[config.mk]
export PLATFORM = sky130hd
export DESIGN_NAME = aes_inv_key_sched
export DESIGN_NICKNAME = d
export VERILOG_FILES = /design/src/rtl/aes_pkg.sv /design/src/rtl/aes_rcon.sv /design/src/rtl/aes_sbox.sv /design/src/rtl/aes_sub_word.sv /design/src/rtl/aes_inv_key_sched.sv
export SDC_FILE = /design/constraint.sdc
export NUM_CORES = 2
export LEC_CHECK = 0
export BUFFER_PORTS_ARGS = -buffer_cell sky130_fd_sc_hd__buf_4
export CORE_AREA = 5 5 410 412
export DETAILED_ROUTE_END_ITERATION = 8
export DIE_AREA = 0 0 415 417
export PLACE_DENSITY = 0.55
export SLEW_MARGIN = 10
export SYNTH_ARGS = -nofsm -noshare
export SYNTH_HDL_FRONTEND = slang
export SYNTH_SLANG_ARGS = --single-unit
[constraint.sdc]
create_clock -name clk -period 48.4 [get_ports clk]
set_input_delay 2.42 -clock clk [delete_from_list [all_inputs] [get_ports clk]]
set_output_delay 2.42 -clock clk [all_outputs]
set_load 0.05 [all_outputs]
[src/rtl/aes_pkg.sv]
// Shared AES definitions: widths, FSM encoding and byte/word helpers.
// The S-box is computed as GF(2^8) inversion followed by the affine map.
package aes_pkg;

  localparam int AES_NR = 10;
  localparam int WORD_W = 32;
  localparam int KEY_W  = 128;

  typedef logic [WORD_W-1:0] word_t;
  typedef logic [KEY_W-1:0]  key_t;

  typedef enum logic [1:0] {
    IDLE   = 2'd0,
    EXPAND = 2'd1,
    STREAM = 2'd2
  } state_t;

  function automatic word_t rot_word(input word_t w);
    return {w[23:0], w[31:24]};
  endfunction

  function automatic logic [7:0] gf_mul(input logic [7:0] a, input logic [7:0] b);
    logic [7:0] p;
    logic [7:0] x;
    logic [7:0] y;
    p = '0;
    x = a;
    y = b;
    for (int i = 0; i < 8; i++) begin
      if (y[0]) p = p ^ x;
      x = x[7] ? ({x[6:0], 1'b0} ^ 8'h1b) : {x[6:0], 1'b0};
      y = {1'b0, y[7:1]};
    end
    return p;
  endfunction

  // Inverse as a^254 = a^240 * a^12 * a^2; zero maps to zero naturally.
  function automatic logic [7:0] sbox(input logic [7:0] a);
    logic [7:0] x2;
    logic [7:0] x3;
    logic [7:0] x12;
    logic [7:0] x15;
    logic [7:0] x240;
    logic [7:0] inv;
    x2   = gf_mul(a, a);
    x3   = gf_mul(x2, a);
    x12  = gf_mul(x3, x3);
    x12  = gf_mul(x12, x12);
    x15  = gf_mul(x12, x3);
    x240 = x15;
    for (int i = 0; i < 4; i++) x240 = gf_mul(x240, x240);
    inv  = gf_mul(gf_mul(x240, x12), x2);
    return inv ^ {inv[6:0], inv[7]} ^ {inv[5:0], inv[7:6]} ^
           {inv[4:0], inv[7:5]} ^ {inv[3:0], inv[7:4]} ^ 8'h63;
  endfunction

  function automatic word_t sub_word(input word_t w);
    return {sbox(w[31:24]), sbox(w[23:16]), sbox(w[15:8]), sbox(w[7:0])};
  endfunction

endpackage

[src/rtl/aes_rcon.sv]
// AES round constant lookup; valid indices are 1..10.
module aes_rcon (
  input  logic [3:0] idx,
  output logic [7:0] rcon
);
  always_comb begin
    case (idx)
      4'd1:    rcon = 8'h01;
      4'd2:    rcon = 8'h02;
      4'd3:    rcon = 8'h04;
      4'd4:    rcon = 8'h08;
      4'd5:    rcon = 8'h10;
      4'd6:    rcon = 8'h20;
      4'd7:    rcon = 8'h40;
      4'd8:    rcon = 8'h80;
      4'd9:    rcon = 8'h1b;
      4'd10:   rcon = 8'h36;
      default: rcon = 8'h00;
    endcase
  end
endmodule

[src/rtl/aes_sbox.sv]
// Single-byte AES forward S-box.
import aes_pkg::*;

module aes_sbox (
  input  logic [7:0] a,
  output logic [7:0] y
);
  assign y = sbox(a);
endmodule

[src/rtl/aes_sub_word.sv]
// SubWord: four parallel S-boxes over one 32-bit word.
import aes_pkg::*;

module aes_sub_word (
  input  word_t a,
  output word_t y
);
  for (genvar i = 0; i < 4; i++) begin : g_byte
    aes_sbox u_sbox (
      .a(a[8*i +: 8]),
      .y(y[8*i +: 8])
    );
  end
endmodule

[src/rtl/aes_inv_key_sched.sv]
// Iterative AES-128 key scheduler: expands forward to round 10, then streams
// round keys 10..0 by undoing one expansion step per handshake.
import aes_pkg::*;

module aes_inv_key_sched #(
  parameter int CACHE_LAST_KEY = 1
) (
  input  logic             clk,
  input  logic             rst,
  input  logic             key_valid,
  output logic             key_ready,
  input  logic [KEY_W-1:0] key_in,
  input  logic             replay,
  output logic             rk_valid,
  input  logic             rk_ready,
  output logic [KEY_W-1:0] rk_data,
  output logic [3:0]       rk_round,
  output logic             rk_last,
  output logic             cached
);

  localparam logic [3:0] LAST_RND = 4'(AES_NR);

  state_t     state;
  key_t       key_reg;
  key_t       shadow;
  logic [3:0] rnd;

  word_t      w0, w1, w2, w3;
  word_t      p1, p2, p3, p0;
  word_t      n0, n1, n2, n3;
  word_t      sw_in, sw_out, rc_word;
  logic [3:0] rc_idx;
  logic [7:0] rc;

  assign {w0, w1, w2, w3} = key_reg;
  assign p3 = w3 ^ w2;
  assign p2 = w2 ^ w1;
  assign p1 = w1 ^ w0;

  // One S-box word and one rcon lookup are shared by the forward and inverse steps.
  assign sw_in   = rot_word((state == EXPAND) ? w3 : p3);
  assign rc_idx  = (state == EXPAND) ? (rnd + 4'd1) : rnd;
  assign rc_word = {rc, 24'h0};

  aes_rcon u_rcon (
    .idx (rc_idx),
    .rcon(rc)
  );

  aes_sub_word u_sub_word (
    .a(sw_in),
    .y(sw_out)
  );

  assign n0 = w0 ^ sw_out ^ rc_word;
  assign n1 = w1 ^ n0;
  assign n2 = w2 ^ n1;
  assign n3 = w3 ^ n2;
  assign p0 = w0 ^ sw_out ^ rc_word;

  assign rk_data  = key_reg;
  assign rk_round = rnd;

  always_ff @(posedge clk) begin
    if (rst) begin
      state     <= IDLE;
      key_reg   <= '0;
      shadow    <= '0;
      rnd       <= '0;
      key_ready <= 1'b1;
      rk_valid  <= 1'b0;
      rk_last   <= 1'b0;
      cached    <= 1'b0;
    end else begin
      case (state)
        IDLE: begin
          if (key_valid) begin
            key_reg   <= key_in;
            rnd       <= '0;
            key_ready <= 1'b0;
            state     <= EXPAND;
          end else if (replay && cached) begin
            key_reg   <= shadow;
            rnd       <= LAST_RND;
            key_ready <= 1'b0;
            rk_valid  <= 1'b1;
            state     <= STREAM;
          end
        end
        EXPAND: begin
          key_reg <= {n0, n1, n2, n3};
          rnd     <= rnd + 4'd1;
          if (rnd + 4'd1 == LAST_RND) begin
            rk_valid <= 1'b1;
            state    <= STREAM;
            if (CACHE_LAST_KEY != 0) begin
              shadow <= {n0, n1, n2, n3};
              cached <= 1'b1;
            end
          end
        end
        STREAM: begin
          if (rk_valid && rk_ready) begin
            if (rnd == 4'd0) begin
              rk_valid  <= 1'b0;
              rk_last   <= 1'b0;
              key_ready <= 1'b1;
              state     <= IDLE;
            end else begin
              key_reg <= {p0, p1, p2, p3};
              rnd     <= rnd - 4'd1;
              rk_last <= (rnd == 4'd1);
            end
          end
        end
        default: state <= IDLE;
      endcase
    end
  end

endmodule
Yosys cells after proc, flatten, opt, wreduce, memory -nomap -nowiden
Memory sizes are Yosys's and may differ from the RTL's.
Index checks and enable logic that the tools add are counted.
{"block": "word_totals", "input_bits": 133, "rom_bits": 128, "output_inout_bits": 136, "wordCells": 1368, "ff_bits": 266, "n_memories": 1}
{"name": "(name not given)", "depth": 16, "width": 8, "rd": 1, "rd_clocked_by_memory_dff": 0, "write_ports": 0, "line": "aes_rcon.sv:7", "text": "case (idx)"}
{"block": "op_classes", "n_reduce_logical": 12, "addsub": 2, "n_eq_ne": 11, "mux": 690, "n_bitwise": 644}
{"op": "$mux W8", "count": 352}
{"op": "$xor A8 B8 Y8", "count": 324}
{"op": "$mux W5", "count": 308}
{"op": "$not A4 Y4", "count": 312}
{"op": "$mux W128", "count": 4}
{"op": "$pmux W128 S3", "count": 1}
{"op": "$xor A32 B32 Y32", "count": 8}
{"op": "$mux W32", "count": 1}
{"op": "$mux W4", "count": 5}
{"op": "$pmux W4 S3", "count": 1}
{"op": "$reduce_and A4 Y1", "count": 3}
{"op": "$mux W1", "count": 10}
{"op": "$mux W2", "count": 5}
{"op": "$ne A2 B2 Y1 const B", "count": 5}
{"op": "$pmux W2 S3", "count": 1}
{"op": "$reduce_and A6 Y1", "count": 1}
{"op": "$add A4 B1 Y4 const B", "count": 1}
{"op": "$eq A4 B1 Y1 const B", "count": 1}
{"op": "$eq A4 B4 Y1 const B", "count": 1}
{"op": "$logic_not A4 Y1", "count": 1}
{"op": "$reduce_and A2 Y1", "count": 2}
{"op": "$sub A4 B1 Y4 const B", "count": 1}
{"op": "$ne A3 B3 Y1 const B", "count": 1}
{"op": "$pmux W1 S3", "count": 1}
{"op": "other kinds (8)", "count": 9}

Longest topological paths before layout
{"block": "logic_depth", "ltp_word": 189, "depth_mapped": 95, "depth_no_buf": 82}

Modules after synthesis
Synthesis repeated with hierarchy kept, for this count alone.
{"block": "hier_totals", "cells_unflattened": 7388, "hier_area_um2": 59593.4}
{"mod": "aes_sbox", "seq_area_each_um2": 0.0, "cells_per_inst": 1346, "n_inst": 4, "area_each_um2": 10839.1}
{"mod": "aes_inv_key_sched", "seq_area_each_um2": 5325.1, "cells_per_inst": 1986, "n_inst": 1, "area_each_um2": 16086.7}
{"mod": "aes_rcon", "seq_area_each_um2": 0.0, "cells_per_inst": 18, "n_inst": 1, "area_each_um2": 150.1}

Worst setup path before layout
OpenSTA, ideal clock, no wires.
{"block": "synth_timing", "path_kind": "reg2reg", "from": "reg key_reg[48] (netlist: rk_data[48])", "to": "reg key_reg[58] (netlist: rk_data[58])", "t_arrival_ns": 21.766, "period_less_slack_ns": 21.852, "required_ns": 48.314, "setup_ns": 0.086, "path_buffers": 10, "setup_slack_ns": 26.548, "stages_incl_launch_ff": 88, "cell_sequence": "dfxtp_1 > clkbuf_1 > clkbuf_1 > nand2_1 > xor2_1 > inv_1 > ha_1 > clkbuf_1 > xnor2_1 > xor2_1 > a2111oi_0 > a221oi_1 > xnor2_1 > xor2_2 > xnor3_1 > xnor2_1 > nor2_1 > xnor3_1 > (+52 left out) > xnor2_1 > inv_1 > xnor2_1 > or3_1 > o311ai_0 > xnor3_1 > xnor2_1 > xnor2_1 > nor2_1 > xnor3_1 > xnor3_1 > xnor3_1 > xnor3_1 > xor2_1 > or3_1 > a21oi_1 > a21oi_1 > a211oi_1"}
{"block": "synth_via", "elab_chain_cells": 177, "elab_cells_between_ends": 323, "cone_classes": "mux: 164; bitwise: 159"}
{"item": "start, declared", "line": "aes_inv_key_sched.sv:25", "text": "key_t key_reg;"}
{"item": "start signal, assigned", "line": "aes_inv_key_sched.sv:79", "text": "key_reg <= key_in;"}
{"item": "start signal, assigned", "line": "aes_inv_key_sched.sv:84", "text": "key_reg <= shadow;"}
{"item": "start signal, assigned", "line": "aes_inv_key_sched.sv:92", "text": "key_reg <= {n0, n1, n2, n3};"}
{"item": "$xor A32 B32 Y32 (*)", "line": "aes_inv_key_sched.sv:37", "text": "assign p3 = w3 ^ w2;"}
{"item": "$mux W32 (*)", "line": "aes_inv_key_sched.sv:42", "text": "assign sw_in = rot_word((state == EXPAND) ? w3 : p3);"}
{"item": "$not A4 Y4 (no line) or $mux W8 (tied branches)"}
{"item": "$mux W5 or $xor A8 B8 Y8 (tied branches)", "line": "aes_pkg.sv:31, aes_pkg.sv:30"}
{"item": "$xor A8 B8 Y8 or $mux W8 (tied branches)", "line": "aes_pkg.sv:30", "text": "if (y[0]) p = p ^ x;"}
{"item": "$mux W8 or $xor A8 B8 Y8 (tied branches)", "line": "aes_pkg.sv:30"}
{"item": "$xor A8 B8 Y8 or $mux W8 (tied branches)", "line": "aes_pkg.sv:30"}
{"item": "$mux W8 or $xor A8 B8 Y8 (tied branches)", "line": "aes_pkg.sv:30"}
{"item": "(+158 left out)"}
{"item": "$xor A8 B8 Y8", "line": "aes_pkg.sv:30"}
{"item": "$mux W8 (*)", "line": "aes_pkg.sv:30"}
{"item": "$xor A8 B8 Y8 (3 in a row)", "line": "aes_pkg.sv:53", "text": "return inv ^ {inv[6:0], inv[7]} ^ {inv[5:0], inv[7:6]} ^"}
{"item": "$xor A8 B8 Y8 (*)", "line": "aes_pkg.sv:54", "text": "{inv[4:0], inv[7:5]} ^ {inv[3:0], inv[7:4]} ^ 8'h63;"}
{"item": "$xor A32 B32 Y32 (*) (2 in a row)", "line": "aes_inv_key_sched.sv:56", "text": "assign n0 = w0 ^ sw_out ^ rc_word;"}
{"item": "$xor A32 B32 Y32 (*)", "line": "aes_inv_key_sched.sv:57", "text": "assign n1 = w1 ^ n0;"}
{"item": "$xor A32 B32 Y32 (*)", "line": "aes_inv_key_sched.sv:58", "text": "assign n2 = w2 ^ n1;"}
{"item": "$pmux W128 S3 (*)", "line": "aes_inv_key_sched.sv:76", "text": "case (state)"}
Every way passes the cells marked *; elsewhere a longest branch is shown, timed or not.
A chain may end at the register's enable or synchronous reset.

Worst setup path in the final report
{"block": "layout_timing", "from": "reg state[1]", "to": "reg key_reg[18] (netlist: rk_data[18])"}
{"block": "layout_via", "elab_chain_cells": 178, "elab_cells_between_ends": 338, "cone_classes": "eq/ne: 5; mux: 167; bitwise: 163; reduce/logical: 3"}
{"item": "start, declared", "line": "aes_inv_key_sched.sv:24", "text": "state_t state;"}
{"item": "start signal, assigned", "line": "aes_inv_key_sched.sv:67", "text": "state <= IDLE;"}
{"item": "start signal, assigned", "line": "aes_inv_key_sched.sv:82", "text": "state <= EXPAND;"}
{"item": "start signal, assigned", "line": "aes_inv_key_sched.sv:88", "text": "state <= STREAM;"}
{"item": "$eq A2 B1 Y1", "line": "aes_inv_key_sched.sv:42, aes_inv_key_sched.sv:76"}
{"item": "$mux W32", "line": "aes_inv_key_sched.sv:42"}
{"item": "$not A4 Y4 (no line) (tied with other cells)"}
{"item": "$mux W5 or $xor A8 B8 Y8 (tied branches)", "line": "aes_pkg.sv:31, aes_pkg.sv:30"}
{"item": "$xor A8 B8 Y8 or $mux W8 (tied branches)", "line": "aes_pkg.sv:30"}
{"item": "$mux W8 or $xor A8 B8 Y8 (tied branches)", "line": "aes_pkg.sv:30"}
{"item": "$xor A8 B8 Y8 or $mux W8 (tied branches)", "line": "aes_pkg.sv:30"}
{"item": "$mux W8 or $xor A8 B8 Y8 (tied branches)", "line": "aes_pkg.sv:30"}
{"item": "(+159 left out)"}
{"item": "$mux W8", "line": "aes_pkg.sv:30"}
{"item": "$xor A8 B8 Y8 (3 in a row)", "line": "aes_pkg.sv:53"}
{"item": "$xor A8 B8 Y8", "line": "aes_pkg.sv:54"}
{"item": "$xor A32 B32 Y32 (2 in a row)", "line": "aes_inv_key_sched.sv:56"}
{"item": "$xor A32 B32 Y32", "line": "aes_inv_key_sched.sv:57"}
{"item": "$xor A32 B32 Y32", "line": "aes_inv_key_sched.sv:58"}
{"item": "$xor A32 B32 Y32", "line": "aes_inv_key_sched.sv:59", "text": "assign n3 = w3 ^ n2;"}
{"item": "$pmux W128 S3", "line": "aes_inv_key_sched.sv:76"}
Parallel ways exist; a longest one is shown, timed or not.

==> impl_results.md <==
- Share of cells above drive strength 1: 9.57%
- CP endpoint kind: register
- Fin crit share: 58.2%
- Setup violators final: 0
- Setup bufs post-CTS: 0
- Setup TNS: 0 ps
- Sinks on Clock Net: 266
- CTS tree: done
- DR DRC count: 0
- Distinct cells, synth: 122
- Die area: 173000 um2
- Fmax: 0.0355 GHz
- Post-CTS sizing: 0
- Crit path DAT: 28630 ps
- EDFF count, synth: 0
- Initial core utilization: 39.7%
- WL met1: 104000 um
- Final cell count without fillers: 10638
- Rows: 149
- DP Worst Slack: 20550 ps
- DIE WIDTH: 415 um
- Global Route Usage Sum: 25.3%
- Worst Hold Class: reg2reg
- Hold WS: 447 ps
- Hold Vio Cnt, Final: 0
- Compound-Gate Fraction of Synth Area: 19.0%
- Vias: 62282
- Cell mode on critical path: xor2_1
- Synth Flop Type: dfxtp_1
- Setup crit start kind: register
- Total Nets Final: 8591
- Vias in the first global route: 57893
- Max-Cap Viols: 0
- Die height: 417 um
- Post-synthesis mux area share: 4.99%
- Largest net degree at the start of global routing: 108
- XOR/XNOR Fraction of Synth Area: 41.4%
- Wire length on met2: 108000 um
- Final setup margin: 20220 ps
- Slew HR: 15.0%
- Required @ worst endpoint: 48850 ps
- Syn_nets: 8682
- Cell family with most CP delay: XOR/XNOR gates
- Remaining Overflow, GRT: 0
- Global placement routability congestion: 0.945
- Synth Instances: 8508
- Dpl cells: 10568
- Drt wl/cell: 21.9 um
- Initial antenna violation count: 12
- DRT Pass-1 Iters: 8
- Total Wirelength: 233000 um
- Seq/Total Area, Yosys: 8.18%
- Cell area after synthesis: 65100 um2
- Worst Path Buf+Inv: 11
- Met3 Wirelength: 13500 um
- Status: complete, no violations
- Largest family of logic cells by synthesized area: XOR/XNOR gates
- WS Path Type: reg2reg
- Adder-cell area share of the yosys netlist: 0.834%
- Root Driver: clkbuf_16
- # IOs: 269
- Mean Syn Cell Area: 7.65 um2
- HPWL after DPL: 171000 um
- Slowest CP cell: xnor2_2
- Initial DRC count: 5989
- Largest fanout on the critical path: 107
- Post-DRT Antenna Nets: 0
- Max-slew violations: 0
- Core footprint: 164000 um2
- Top Metal Used: met5
- Yosys Warn Count: 0
- Synthesis-to-layout area growth: 8.22%
- Post-synthesis async set-or-reset flop share: 0%
- Post-Synth Simple-Gate Area: 20.9%
- I/O Buffers: 268
- Hold buffers post-CTS: 0
- Slew @ Worst Pin: 1270 ps
- Max H-tree Level: 2
- FF+latch count, synth: 266
- Fin crit period: 28180 ps
- Clk slew on worst S/H paths: 60 ps
- RSZ-0062 raised after global routing: false
- Clock Skew: 37.9 ps
- Total CTS buffers: 36
- First-pass GRT wire length: 356000 um
- Worst path max stage delay: 890 ps
- Via density: 5.85
- Clk_lat worst skew: 570 ps
- Clk buf depth: 3
## layer usage
| metal | global-route usage, % | vias up |
|---|---|---|
| met2 | 41.9 | 2146 |
| met1 | 34.9 | 30050 |
| met4 | 7.89 | 2 |
| li1 | - | 29759 |
| met5 | 0 | - |
| met3 | 2.45 | 325 |
## area by class of cell
cell class,instances,area [um2]
Tap cell,2189,2740
Fill cell,16675,93600
Sequential cell,266,5330
Multi-Input combinational cell,7495,56900
Timing Repair Buffer,498,3760
Clock buffer,55,1050
Antenna cell,6,15.0
Clock inverter,9,156
Inverter,120,453
## sequential cells by signal, indices dropped and copies added (netlist names)
| signal | count |
|---|---|
| state | 2 |
| cached | 1 |
| key_ready | 1 |
| rk_last | 1 |
| rk_round | 4 |
| rk_data | 128 |
| rk_valid | 1 |
| shadow | 128 |
## worst reg2reg max path, delay by kind of cell, from the launching register on
family	cells	cell delay (ps)
xor gates and xnor gates	33	14250
AOI/OAI and AO/OA	11	2220
and+or+nand+nor	9	1930
muxes	3	860
DFF	1	360
adders and majority gates	7	3760
buffers and inverters	11	4680
## through the flow
step	area (um2)	utilization, %
global placement	69200	42.2
global route	70400	42.9
floorplan	65100	-
CTS	70400	42.9
detailed placement	69200	42.2
finish	70400	42.9
## worst paths after layout
check | start | to | slack, ps | cells after the start
worst max-delay path | state[1]$_SDFFE_PP0P_ | rk_data[18]$_SDFFE_PP0P_ | 20220 | 74
worst min-delay path | shadow[3]$_SDFFE_PP0P_ | shadow[3]$_SDFFE_PP0P_ | 450 | 2
worst max register to register | state[1]$_SDFFE_PP0P_ | rk_data[18]$_SDFFE_PP0P_ | 20220 | 74
worst min register to register | shadow[3]$_SDFFE_PP0P_ | shadow[3]$_SDFFE_PP0P_ | 450 | 2
## synth_stat cells, drive strengths merged, types with 25 or more instances
cell	count	area (um2)
or2	27	169
o21ai	373	1870
o31ai	43	328
mux2	66	743
nand2	849	3190
xor3	53	1260
nor4	60	388
mux2i	250	2500
nor2b	115	727
o21a	34	257
nand2b	93	582
inv	105	394
a31oi	72	457
o22ai	86	538
or3	64	400
o221ai	27	236
and3	64	400
a22oi	64	480
a211o	29	254
ha	41	513
xnor2	1370	12500
nand4	54	338
nand3b	27	203
nor3	232	1180
and2	54	338
a311oi	32	280
xor2	499	4530
nor2	1028	3880
nand3	180	901
or4	30	225
a221oi	44	398
a32oi	25	219
o211ai	103	773
buf	167	887
a21o	32	240
a21oi	517	2600
a211oi	102	781
a2111oi	45	428
dfxtp	266	5330
clkbuf	460	1730
xnor3	384	8660
nor3b	27	203
## logic make-up (layout without fill, tap and decap cells)
group / Yosys count / after routing
simple gates: 2961 / 2961
xor+xnor: 2306 / 2306
compound gates: 1868 / 1868
buf+inv: 747 / 682
mux: 316 / 316
flops: 266 / 266
fa+ha+maj: 44 / 44
other cells: 0 / 6
## layout by cell type, fill, tap and decap left out, drive strengths merged, types with 86 or more instances in the layout
master  count
a21oi     517
o21ai     373
a211oi    102
nor2     1028
nand3     180
nand2     849
nand2b     93
xnor2    1370
o22ai      86
xor2      499
mux2i     250
inv       104
o211ai    103
nor3      232
buf       497
dfxtp     266
xnor3     384
nor2b     115
Power is left out: the tool's default activity adds up to more than one toggle a clock period on the data nets, which glitch-free logic cannot reach.
